--- src/rtl/bcd_timer_pkg.sv ---
// Shared types and BCD helpers for the multi-field up/down timer.
// BCD_TIMER_PRESCALER_EN (top only) selects the internal tick prescaler.
package bcd_timer_pkg;

  typedef enum logic [1:0] {
    ST_IDLE,
    ST_RUN,
    ST_PAUSED,
    ST_DONE
  } state_e;

  localparam int FIELD_W = 8;
  localparam logic [FIELD_W-1:0] SEC_MAX = 8'h59;

  function automatic logic [FIELD_W-1:0] bcd_inc(input logic [FIELD_W-1:0] v,
                                                 input logic [FIELD_W-1:0] max);
    logic [FIELD_W-1:0] r;
    if (v == max)              r = '0;
    else if (v[3:0] == 4'd9)   r = {v[7:4] + 4'd1, 4'd0};
    else                       r = {v[7:4], v[3:0] + 4'd1};
    return r;
  endfunction

  function automatic logic [FIELD_W-1:0] bcd_dec(input logic [FIELD_W-1:0] v,
                                                 input logic [FIELD_W-1:0] max);
    logic [FIELD_W-1:0] r;
    if (v == '0)               r = max;
    else if (v[3:0] == 4'd0)   r = {v[7:4] - 4'd1, 4'd9};
    else                       r = {v[7:4], v[3:0] - 4'd1};
    return r;
  endfunction

  // Lower fields saturate each digit independently; the top field saturates as a whole.
  function automatic logic [FIELD_W-1:0] bcd_clamp(input logic [FIELD_W-1:0] v,
                                                   input logic [FIELD_W-1:0] max,
                                                   input logic              is_top);
    logic [3:0]         t;
    logic [3:0]         u;
    logic [FIELD_W-1:0] r;
    u = (v[3:0] > 4'd9) ? 4'd9 : v[3:0];
    if (is_top) begin
      t = (v[7:4] > 4'd9) ? 4'd9 : v[7:4];
      r = {t, u};
      if (r > max) r = max;
    end else begin
      t = (v[7:4] > max[7:4]) ? max[7:4] : v[7:4];
      r = {t, u};
    end
    return r;
  endfunction

endpackage

--- src/rtl/bcd_timer_chain_field.sv ---
// One two-digit BCD field: clear > load > step; value and carry update one cycle after step_i.
// wrap_o is combinational so the step ripples through the chain within the same cycle.
module bcd_field_counter
  import bcd_timer_pkg::*;
#(
  parameter logic [FIELD_W-1:0] MAX    = SEC_MAX,
  parameter logic               IS_TOP = 1'b0
) (
  input  logic               clk_i,
  input  logic               rst_n_i,
  input  logic               clr_i,
  input  logic               load_i,
  input  logic [FIELD_W-1:0] load_val_i,
  input  logic               step_i,
  input  logic               up_i,
  output logic [FIELD_W-1:0] value_o,
  output logic               carry_o,
  output logic               wrap_o,
  output logic               at_max_o,
  output logic               at_zero_o
);

  logic [FIELD_W-1:0] value_q, value_d;
  logic               carry_q, carry_d;

  assign at_max_o  = (value_q == MAX);
  assign at_zero_o = (value_q == '0);
  assign wrap_o    = step_i & (up_i ? at_max_o : at_zero_o);

  always_comb begin
    value_d = value_q;
    carry_d = 1'b0;
    if (clr_i) begin
      value_d = '0;
    end else if (load_i) begin
      value_d = bcd_clamp(load_val_i, MAX, IS_TOP);
    end else if (step_i) begin
      value_d = up_i ? bcd_inc(value_q, MAX) : bcd_dec(value_q, MAX);
      carry_d = wrap_o;
    end
  end

  always_ff @(posedge clk_i or negedge rst_n_i) begin
    if (!rst_n_i) begin
      value_q <= '0;
      carry_q <= 1'b0;
    end else begin
      value_q <= value_d;
      carry_q <= carry_d;
    end
  end

  assign value_o = value_q;
  assign carry_o = carry_q;

endmodule

--- src/rtl/bcd_timer_chain.sv ---
// Multi-field BCD up/down timer with run/pause/done FSM; count/carry/done update 1 cycle after tick.
// No backpressure: ticks outside RUN are dropped. BCD_TIMER_PRESCALER_EN builds an internal tick.
module bcd_timer_chain
  import bcd_timer_pkg::*;
#(
  parameter int                 FIELDS   = 2,
  parameter logic [FIELD_W-1:0] TOP_MAX  = 8'h59,
  parameter int                 PRESCALE = 50000000
) (
  input  logic                  Clk,
  input  logic                  reset,
  input  logic                  tick_en,
  input  logic                  set_time,
  input  logic                  UpOrDown,
  input  logic                  start,
  input  logic                  stop,
  input  logic                  pause,
  input  logic [8*FIELDS-1:0]   init_value,
  output logic [8*FIELDS-1:0]   count,
  output logic [FIELDS-1:0]     carry,
  output logic                  running,
  output logic                  done
);

  state_e            state_q, state_d;
  logic              done_q, done_d;
  logic              tick;
  logic              count_en;
  logic              terminal;
  logic [FIELDS:0]   step;
  logic [FIELDS-1:0] at_max;
  logic [FIELDS-1:0] at_zero;

`ifdef BCD_TIMER_PRESCALER_EN
  localparam int PS_W = (PRESCALE > 1) ? $clog2(PRESCALE) : 1;
  logic [PS_W-1:0] ps_q, ps_d;
  logic            unused_tick_en;

  assign unused_tick_en = tick_en;

  always_comb begin
    ps_d = ps_q;
    tick = 1'b0;
    if (stop || set_time || state_q != ST_RUN) begin
      ps_d = '0;
    end else if (ps_q == PS_W'(PRESCALE - 1)) begin
      ps_d = '0;
      tick = 1'b1;
    end else begin
      ps_d = ps_q + 1'b1;
    end
  end

  always_ff @(posedge Clk or negedge reset) begin
    if (!reset) ps_q <= '0;
    else        ps_q <= ps_d;
  end
`else
  logic unused_prescale;
  assign unused_prescale = (PRESCALE != 0);
  assign tick            = tick_en;
`endif

  assign terminal = UpOrDown ? (&at_max) : (&at_zero);
  // Any accepted control wins over a same-cycle tick.
  assign count_en = tick && (state_q == ST_RUN) && !stop && !set_time && !pause;
  assign step[0]  = count_en && !terminal;

  always_comb begin
    state_d = state_q;
    if (stop || set_time) begin
      state_d = ST_IDLE;
    end else if (start && (state_q == ST_IDLE || state_q == ST_PAUSED)) begin
      state_d = ST_RUN;
    end else if (pause && state_q == ST_RUN) begin
      state_d = ST_PAUSED;
    end else if (count_en && terminal) begin
      state_d = ST_DONE;
    end
    done_d = (state_d == ST_DONE) && (state_q != ST_DONE);
  end

  always_ff @(posedge Clk or negedge reset) begin
    if (!reset) begin
      state_q <= ST_IDLE;
      done_q  <= 1'b0;
    end else begin
      state_q <= state_d;
      done_q  <= done_d;
    end
  end

  for (genvar i = 0; i < FIELDS; i++) begin : g_field
    localparam logic               IS_TOP = (i == FIELDS - 1);
    localparam logic [FIELD_W-1:0] FMAX   = IS_TOP ? TOP_MAX : SEC_MAX;

    bcd_field_counter #(
      .MAX    (FMAX),
      .IS_TOP (IS_TOP)
    ) u_field (
      .clk_i      (Clk),
      .rst_n_i    (reset),
      .clr_i      (stop),
      .load_i     (set_time),
      .load_val_i (init_value[i*FIELD_W +: FIELD_W]),
      .step_i     (step[i]),
      .up_i       (UpOrDown),
      .value_o    (count[i*FIELD_W +: FIELD_W]),
      .carry_o    (carry[i]),
      .wrap_o     (step[i+1]),
      .at_max_o   (at_max[i]),
      .at_zero_o  (at_zero[i])
    );
  end

  logic unused_top_wrap;
  assign unused_top_wrap = step[FIELDS];

  assign running = (state_q == ST_RUN);
  assign done    = done_q;

endmodule

--- config.mk ---
export PLATFORM = sky130hd
export DESIGN_NAME = bcd_timer_chain
export DESIGN_NICKNAME = d
export VERILOG_FILES = /design/src/rtl/bcd_timer_pkg.sv /design/src/rtl/bcd_timer_chain_field.sv /design/src/rtl/bcd_timer_chain.sv
export SDC_FILE = /design/constraint.sdc
export NUM_CORES = 1
export LEC_CHECK = 0
export CAP_MARGIN = 20
export CORE_ASPECT_RATIO = 1.4
export CORE_MARGIN = 2
export CORE_UTILIZATION = 55
export CTS_CLUSTER_SIZE = 20
export DETAILED_ROUTE_END_ITERATION = 6
export GPL_ROUTABILITY_DRIVEN = 0
export MAX_ROUTING_LAYER = met4
export PLACE_DENSITY = 0.86
export SYNTH_ARGS = -nofsm -noshare
export SYNTH_HDL_FRONTEND = slang
export SYNTH_SLANG_ARGS = --single-unit
--- constraint.sdc ---
create_clock -name Clk -period 6.98 [get_ports Clk]
set_input_delay 1.745 -clock Clk [delete_from_list [all_inputs] [get_ports Clk]]
set_output_delay 1.745 -clock Clk [all_outputs]
set_load 0.01 [all_outputs]
==> run_results.csv <==
group,metric,value,unit
outcome,status,"finished, final reports clean",
placed_design,io_buffers,43,
finish,stdcell_area,0.00249,mm^2
setup_path,critPathMaxFanout,22,
floorplan,rows,26,
setup_path,cp-end-kind,"flip-flop",
timing,worstMarginPinSlew,0.999,ns
timing,fin_crit,4.17,ns
placed_design,dpl-instance-area,0.00245,mm^2
timing,hold_ws,0.645,ns
drt,wl_per_cell,16.6,um
finish,instances_no_fill,307,
power,power_leakage,1.03,nW
power,p_per_area,160,mW/mm^2
clock_network,cts_buffer_depth,2,
power,seq_power_share,39.3,%
power,p_comb_share,39.9,%
setup_path,critical_path_class,"in2reg",
setup_path,cp-start-kind,"input port",
synth,ys_types,68,
timing,slew-limit-headroom,33.2,%
setup_path,rr_startpoint,"g_field[0].u_field.value_o[0]$_DFFE_PN0P_",
power,p_sw_share,36.6,%
floorplan,die_x,55.5,um
setup_path,r2r_setup_slack,4.38,ns
global_routing,grt_max_degree,29,
drt,wl,5080,um
synth,yosys-top-cells-area,"dfrtp_1, ha_1, nor2_1, nor4b_4, a21oi_1",
timing,setup_viol,0,
drt,dr.first_iter.drc_count,72,
clock_network,insertion_delay,0.27,ns
drt,viasPerCell,6.26,
setup_path,reg2reg_depth,7,
clock_network,cts_sinks,21,
global_routing,grt_pass1_wl,8560,um
power,p_switching,0.146,mW
finish,layout-drive-gt1-share,9.81,%
clock_network,clk_pin_slew,0.07,ns
floorplan,die_h,76.1,um
finish,syn2layout_area_growth,22.0,%
global_routing,grt_pass1_vias,1867,
placed_design,dp.cells,303,
power,clkPwrFrac,20.8,%
setup_path,cp.arrival,4.32,ns
hold_path,hold-path-cell-count,2,
setup_path,required,7.13,ns
synth,synth-edff-count,0,
clock_network,ctsHoldBuffers,0,
synth,yosysTopAreaCellShare,25.7,%
finish,layout.nets,302,
drt,drc,0,
power,ir_drop,0.117,mV
synth,ys_warn_count,0,
power,p_total,0.400,mW
floorplan,start_util,56.6,%
synth,yosysTopAreaCell,"dfrtp_1",
timing,finalCritPeriodShare,59.7,%
synth,synth_seq_cells,21,
setup_path,regToRegEndpoint,"g_field[0].u_field.value_o[6]$_DFFE_PN0P_",
finish,diodes,0,
timing,worst_slack,2.81,ns
placed_design,pre_cts_ws,2.56,ns
clock_network,cts.root.buffer_cell,"clkbuf_8",
finish,utilization,69.1,%
timing,finalHoldViolCount,0,
drt,vias,1923,
floorplan,die-area,0.00423,mm^2
synth,synth_nets,269,
synth,syn_inst,233,
drt,firstDrtPassIters,4,
hold_path,hp-class,"reg2reg",
clock_network,cts_setup_buffers,0,
global_routing,antenna_found_initial,0,
timing,rsz0062_at_grt,"false",
synth,dominantRegCellSynth,"dfrtp_1",
floorplan,core-area,0.00361,mm^2
hold_path,min_from,"state_q[0]$_DFF_PN0_",
timing,max_freq,240,MHz
synth,synth_area,0.00204,mm^2
timing,finClkSkew,0.0121,ns
global_routing,grt_use_total,25.3,%
timing,drv_slew,0,
clock_network,cts-resized-gates,0,
power,p_int,0.254,mW
global_routing,globalRoute.totalOverflow,0,
clock_network,cts-buffers-inserted,3,
floorplan,io_pins,44,
hold_path,min_to,"state_q[0]$_DFF_PN0_",
drt,final_antenna_net_count,0,
synth,syn_area_per_cell,8.77,um^2
synth,synthArstFlopShare,100,%
clock_network,cts_tree,"done",
flow_run,drv_cap,0,
synth,ys_seq_area_share,25.7,%
timing,tns,0,ns
clock_network,cts-htree-levels,1,
placed_design,place.detailed.hpwl,3860,um
[worst max-delay path: stages]
cell and delay (ns):
clkdlybuf4s50_1 0.86, nor4b_4 0.55, nor4b_4 0.39, nor3_2 0.13, a21oi_2 0.28, mux2_1 0.35
[state kept, by name, indices dropped and copies added (netlist names)]
register	cells
g_field.u_field.carry_o	2
state_q	2
g_field.u_field.value_o	16
done	1
[how the worst max path moves through the flow]
stage / cells after the start / slack, ns / start / to
global route: 6 / 2.61 / UpOrDown / g_field[0].u_field.value_o[6]$_DFFE_PN0P_
finish: 6 / 2.81 / UpOrDown / g_field[0].u_field.value_o[6]$_DFFE_PN0P_
CTS: 6 / 2.81 / UpOrDown / g_field[0].u_field.value_o[6]$_DFFE_PN0P_
global placement: 6 / 2.64 / set_time / g_field[1].u_field.value_o[2]$_DFFE_PN0P_
detailed placement: 6 / 2.56 / UpOrDown / g_field[0].u_field.value_o[6]$_DFFE_PN0P_
floorplan: 7 / 3.63 / set_time / g_field[1].u_field.value_o[2]$_DFFE_PN0P_
[cells in the mapped netlist, drive strengths merged (4+ instances only)]
cell / number
nor2b: 4
mux2i: 7
nand2: 11
nand3b: 5
clkbuf: 5
o31ai: 4
o21ai: 15
a21oi: 15
ha: 12
nor3: 7
or3b: 4
mux2: 7
inv: 15
a31oi: 6
nand2b: 5
nand3: 4
nor4b: 5
nor2: 19
buf: 10
dfrtp: 21
[logic make-up (layout without fill, tap and decap cells)]
family          Yosys count  count (layout)  share of synthesized area, %
compound gates           68              68                          24.3
xor+xnor                  5               5                          2.14
fa+ha+maj                12              12                          7.35
buf+inv                  30              62                          6.61
flops                    21              21                          25.7
mux                      14              14                          7.84
other cells               1               1                         0.184
simple gates             82              82                          25.8
[cell usage in the layout (no fill, tap or decap), types with 4 or more instances in the layout]
cell type / Yosys / final
ha_1: 12 / 12
nand3_1: 4 / 4
o21ai_0: 13 / 13
dfrtp_1: 21 / 21
nor2b_1: 4 / 4
clkdlybuf4s50_1: 0 / 43
nand3b_1: 5 / 5
a21oi_1: 14 / 14
nor2_1: 19 / 19
a31oi_1: 6 / 6
nand2b_1: 5 / 5
inv_1: 15 / 15
mux2i_1: 7 / 7
nor3_1: 6 / 6
o31ai_1: 4 / 4
nand2_1: 11 / 11
[power by group through the flow]
stage	Clock, mW	Sequential (mW)	Combinational, mW
4_1_cts	0.0838	0.157	0.159
6_report	0.0832	0.157	0.160
3_3_place_gp	0	0.158	0.155
2_1_floorplan	0	0.151	0.108
5_1_grt	0.0887	0.160	0.174
3_5_place_dp	0	0.159	0.159
[metal layers]
layer	track usage, %	vias up	part of all wire (%)
li1	-	925	-
met1	30.4	899	40
met2	43.6	86	52
met3	2.38	13	6.0
met4	9.51	0	2.2
met5	-	-	0
[cell type report]
| type | count | area [um^2] |
|---|---|---|
| fill | 300 | 1120 |
| clock buffer | 3 | 41.3 |
| sequential | 21 | 526 |
| multi-input combinational | 182 | 1380 |
| clock inverter | 1 | 5.00 |
| inverter | 15 | 56.3 |
| timing repair buffer | 43 | 430 |
| tap | 42 | 52.6 |
Power figures use the tool's default switching activity.
